`src/rtl/sa_ram_rd_stream.sv`:
```
// sa_ram_rd_stream: burst reader for a 1-cycle-latency RAM, streaming words out on valid/ready
// Ports: clk_i/rstn_i (sync active-low reset); cmd_valid_i/cmd_ready_o/cmd_addr_i/cmd_len_i burst
// command (len 0 = 2**AW beats); ra_o/re_o/dout_i RAM read port; out_valid_o/out_ready_i/
// out_data_o/out_last_o output stream.
module sa_ram_rd_stream #(
  parameter int AW = 7,
  parameter int DW = 64,
  parameter int BUF_DEPTH = 2
) (
  input  logic          clk_i,
  input  logic          rstn_i,
  input  logic          cmd_valid_i,
  output logic          cmd_ready_o,
  input  logic [AW-1:0] cmd_addr_i,
  input  logic [AW-1:0] cmd_len_i,
  output logic [AW-1:0] ra_o,
  output logic          re_o,
  input  logic [DW-1:0] dout_i,
  output logic          out_valid_o,
  input  logic          out_ready_i,
  output logic [DW-1:0] out_data_o,
  output logic          out_last_o
);
  typedef enum logic [1:0] {IDLE, RUN, DRAIN} state_t;
  state_t        state_q, state_d;
  logic [AW-1:0] addr_q, addr_d, ra_q;
  logic [AW:0]   rem_q, rem_d;
  logic          inflight_q, inflight_last_q;
  logic [DW-1:0] buf_q [2];
  logic [1:0]    last_q;
  logic          wp_q, rp_q;
  logic [1:0]    cnt_q;
  logic          pop, push, acc, is_last;
  assign cmd_ready_o = rstn_i && state_q == IDLE;
  assign out_valid_o = cnt_q != 2'd0;
  assign out_data_o  = buf_q[rp_q];
  assign out_last_o  = out_valid_o & last_q[rp_q];
  assign ra_o        = re_o ? addr_q : ra_q;
  assign pop         = out_valid_o & out_ready_i;
  assign push        = inflight_q;
  assign acc         = cmd_valid_i & cmd_ready_o;
  assign is_last     = rem_q == (AW+1)'(1);
  // A read is issued only if its word is guaranteed a buffer slot when it lands.
  assign re_o = state_q == RUN && rem_q != '0 &&
                int'(cnt_q) + int'(inflight_q) < BUF_DEPTH + int'(pop);
  always_comb begin
    state_d = state_q;
    addr_d  = addr_q;
    rem_d   = rem_q;
    if (acc) begin
      state_d = RUN;
      addr_d  = cmd_addr_i;
      rem_d   = cmd_len_i == '0 ? {1'b1, {AW{1'b0}}} : {1'b0, cmd_len_i};
    end
    if (re_o) begin
      addr_d  = addr_q + AW'(1);
      rem_d   = rem_q - (AW+1)'(1);
      state_d = is_last ? DRAIN : state_q;
    end
    if (state_q == DRAIN && cnt_q == 2'd0 && !inflight_q) state_d = IDLE;
  end
  always_ff @(posedge clk_i) begin
    if (!rstn_i) begin
      state_q         <= IDLE;
      addr_q          <= '0;
      rem_q           <= '0;
      ra_q            <= '0;
      inflight_q      <= 1'b0;
      inflight_last_q <= 1'b0;
      last_q          <= '0;
      wp_q            <= 1'b0;
      rp_q            <= 1'b0;
      cnt_q           <= '0;
    end else begin
      state_q         <= state_d;
      addr_q          <= addr_d;
      rem_q           <= rem_d;
      inflight_q      <= re_o;
      inflight_last_q <= re_o & is_last;
      if (re_o) ra_q <= addr_q;
      if (push) begin
        buf_q[wp_q]  <= dout_i;
        last_q[wp_q] <= inflight_last_q;
        wp_q         <= ~wp_q;
      end
      if (pop) rp_q <= ~rp_q;
      cnt_q <= cnt_q + 2'(push) - 2'(pop);
    end
  end
endmodule

```
`config.mk`:
```
export PLATFORM = sky130hd
export DESIGN_NAME = sa_ram_rd_stream
export DESIGN_NICKNAME = d
export VERILOG_FILES = /design/src/rtl/sa_ram_rd_stream.sv
export SDC_FILE = /design/constraint.sdc
export NUM_CORES = 1
export LEC_CHECK = 0
export ABC_CLOCK_PERIOD_IN_PS = 8800
export BUFFER_PORTS_ARGS = -buffer_cell sky130_fd_sc_hd__buf_2
export CAP_MARGIN = 30
export CORE_ASPECT_RATIO = 1.75
export CORE_MARGIN = 3
export CORE_UTILIZATION = 40
export CTS_CLUSTER_DIAMETER = 40
export DETAILED_ROUTE_END_ITERATION = 6
export SETUP_SLACK_MARGIN = 0.5
export SYNTH_ARGS = -nofsm -noshare
export SYNTH_HDL_FRONTEND = slang
export SYNTH_SLANG_ARGS = --single-unit
```
`constraint.sdc`:
```
create_clock -name clk_i -period 8.8 [get_ports clk_i]
set_input_delay 1.32 -clock clk_i [delete_from_list [all_inputs] [get_ports clk_i]]
set_output_delay 1.32 -clock clk_i [all_outputs]
set_load 0.02 [all_outputs]
```
==> results by group <==
Outcome
  – Outcome: complete, no violations

Worst setup path
  – CP Max Fanout: 12
  – WP data arrival: 2770 ps
  – Critical Path Source Type: primary input
  – Crit end category: primary output
  – Req. time, crit path: ~7500 ps
  – Crit path kind: in -> out

Route
  – WL/cell: 17.6 um
  – ANT nets after route: 0
  – # DRC: 0
  – DR vias: 3,924
  – TritonRoute pass-1 iters: 5
  – Via density: roughly 5.2
  – Final WL: between 10,000 and 15,000 um
  – Starting DRT DRC Count: 122

Synthesis
  – Commonest cells post-synth: 128 x edfxtp_1, 65 x mux2_2, 33 x dfxtp_1
  – Syn Area/Cell: 16.2 um2
  – Netlist cell types: 50
  – Synth Net Count: around 480
  – Top-count cell post-synth: edfxtp_1
  – Asr flop ratio synth: 0
  – Syn Inst Count: 390
  – Post-synth EDFFs: 128
  – Area leader, netlist: edfxtp_1
  – Top post-synthesis cells by area: edfxtp_1 61%, mux2_2 12%, dfxtp_1 10%, mux2_4 1.4%, ha_1 1.4%
  – #FFs+latches synth: 161
  – Area share of the largest cell type after synthesis: 0.607
  – Yosys warns: 0
  – Top_reg_cell synth: edfxtp_1
  – Register area share after synthesis: 0.712
  – Synthesized cell area: around 0.0063 mm2

Clock tree
  – Clk sink count: 161
  – Worst-path clk slew: approximately 70 ps
  – Post-CTS Resized: 0
  – Worst skew pair latency: 410 ps
  – CTS H-Tree Depth: 4
  – Clk buf depth: 2
  – Postcts setup bufs: 0
  – CTS tree: built
  – Post-CTS Hold Buffers: 0
  – CTS root buffer: clkbuf_16
  – Num CTS Buffers: 17

Finish
  – Nets: 643
  – Area Overhead vs Synth: 24.6%
  – # diodes: 0
  – Fraction of final layout cells with drive strength greater than 1: 0.479

Global route
  – Gr usage total: 0.149
  – Global-route wire length before repair: around 20,000 um
  – Largest net degree at the start of global routing: 65
  – Antenna violations before repair: 0
  – Number of global-route vias before repair: 4,074
  – Gr ovfl total: 0

Floorplan
  – Vert. Die Dim: 172 um
  – Ports: 157
  – Rows: 60
  – Core footprint: 0.0155 mm2
  – Die Footprint: 0.0174 mm2
  – Initial Util: 0.409
  – Die width: 101 um

Power
  – Int Power: approximately 0.0015 W
  – LEAKAGE: about 3 nW
  – Flop pwr share: 0.416
  – Peak supply drop: 0.000134 V
  – Combinational fraction of design power: 0.259
  – Switching share of power: 0.311
  – Power Dens Cells: 276 mW/mm2
  – Switching power: between 0.0006 and 0.0007 W
  – Clk pwr share: 0.325

Min path
  – Hold Crit Class: reg -> reg

Timing
  – Slew headroom: 0.413
  – Tightest Pin Transition: 880 ps
  – Fin crit share: 0.464
  – RSZ-0062 raised after global routing: no
  – Setup Skew: about 15 ps
  – Hold Fails Final Rpt: 0
  – # setup viols final: 0
  – Total Negative Setup Slacks: 0 ps
  – Pins Over Slew Limit: 0
  – Achievable Freq: 245 MHz
  – Worst hold slack: 473 ps
  – Final Critical Period: 4090 ps

Placement
  – Gp weighted congestion: approximately 0.86
  – PortBufs: approximately 160
  – Detailed placement HPWL: 9080 um

Flow run
  – Max Cap Violations: 0
[routing by layer]
metal  global-route usage  share of wire  up-vias
li1                     -              -     1831
met2                0.282           0.56      158
met5                    0              0        -
met3               0.0476          0.069       25
met4               0.0579          0.023        0
met1                0.148           0.35     1910
[flip-flops by register name, indices dropped and copies added, names as in the netlist, named ones only]
| name | count |
|---|---|
| rp_q | 1 |
| addr_q | 7 |
| inflight_last_q | 1 |
| last_q | 2 |
| rem_q | 8 |
| wp_q | 1 |
| state_q | 2 |
| ra_q | 7 |
| buf_q | 128 |
| cnt_q | 2 |
| inflight_q | 1 |
[layout make-up]
type / count / area [um2]
multi-input cells: 203 / 1730
inverters: 12 / 45.0
well taps: 186 / 233
repair buffers: 159 / 803
fillers: 1359 / 7580
clock buffers: 17 / 425
clock inverters: 14 / 148
flip-flops and latches: 161 / 4510
[critical path, stage by stage]
cell and delay [ps]:
buf_2 80, o21ai_1 130, o21ai_2 280, nand3_2 370, mux2_4 420, buf_2 160
[cells by family after synthesis]
logic type | Yosys count | share of synthesized area
AO/OA/AOI/OAI | 46 | 0.0506
XOR/XNOR | 4 | 0.00554
adder cells (fa/ha/maj) | 7 | 0.0138
buffers and inverters | 26 | 0.0170
flip-flops | 161 | 0.712
multiplexers | 74 | 0.135
AND/OR/NAND/NOR | 72 | 0.0668
[layout by cell type (no fill, tap or decap), types with 3 or more instances in the layout]
cell type / instances
inv_6: 5
clkbuf_16: 17
nor3_1: 5
nor4_1: 3
buf_4: 3
o21ai_0: 3
nand3_1: 7
ha_1: 7
o21a_1: 5
mux2_2: 65
edfxtp_1: 128
mux2i_1: 3
and3_1: 4
buf_2: 156
dfxtp_1: 32
nor2_1: 11
o31ai_1: 3
and2_1: 8
nand2_1: 17
inv_1: 11
a31oi_1: 5
a21oi_1: 12
mux2_4: 6
clkinvlp_4: 4
nand4_1: 3
[power groups by stage]
stage	clock network (W)	logic, W	registers, W
after detailed placement	0	0.000570	0.000924
after floorplan	0	0.000408	0.000916
after global routing	0.000753	0.000611	0.000913
after CTS	0.000731	0.000572	0.000908
final	0.000708	0.000564	0.000907
after global placement	0	0.000563	0.000922
[through the flow]
step	std cells	power [W]	area, um2	util	setup WS [ps]
after CTS	752	0.00221	7890	0.510	4730
after detailed placement	721	0.00149	7310	0.473	4730
after floorplan	390	0.00132	6330	-	3770
after global routing	752	0.00228	7890	0.510	4600
final	752	0.00218	7890	0.510	4710
after global placement	721	0.00148	7310	0.473	4780
[final timing paths]
path                            slack [ps]                    from  cells past startpoint                     end
worst max-delay path                  4710             out_ready_i                      6                 ra_o[5]
worst min-delay path                   470  last_q[1]$_SDFFE_PN0P_                      2  last_q[1]$_SDFFE_PN0P_
worst max register to register        6560   inflight_q$_SDFF_PN0_                      7   rem_q[2]$_SDFFE_PN0P_
worst min register to register         470  last_q[1]$_SDFFE_PN0P_                      2  last_q[1]$_SDFFE_PN0P_
(Power assumes the default switching activity.)
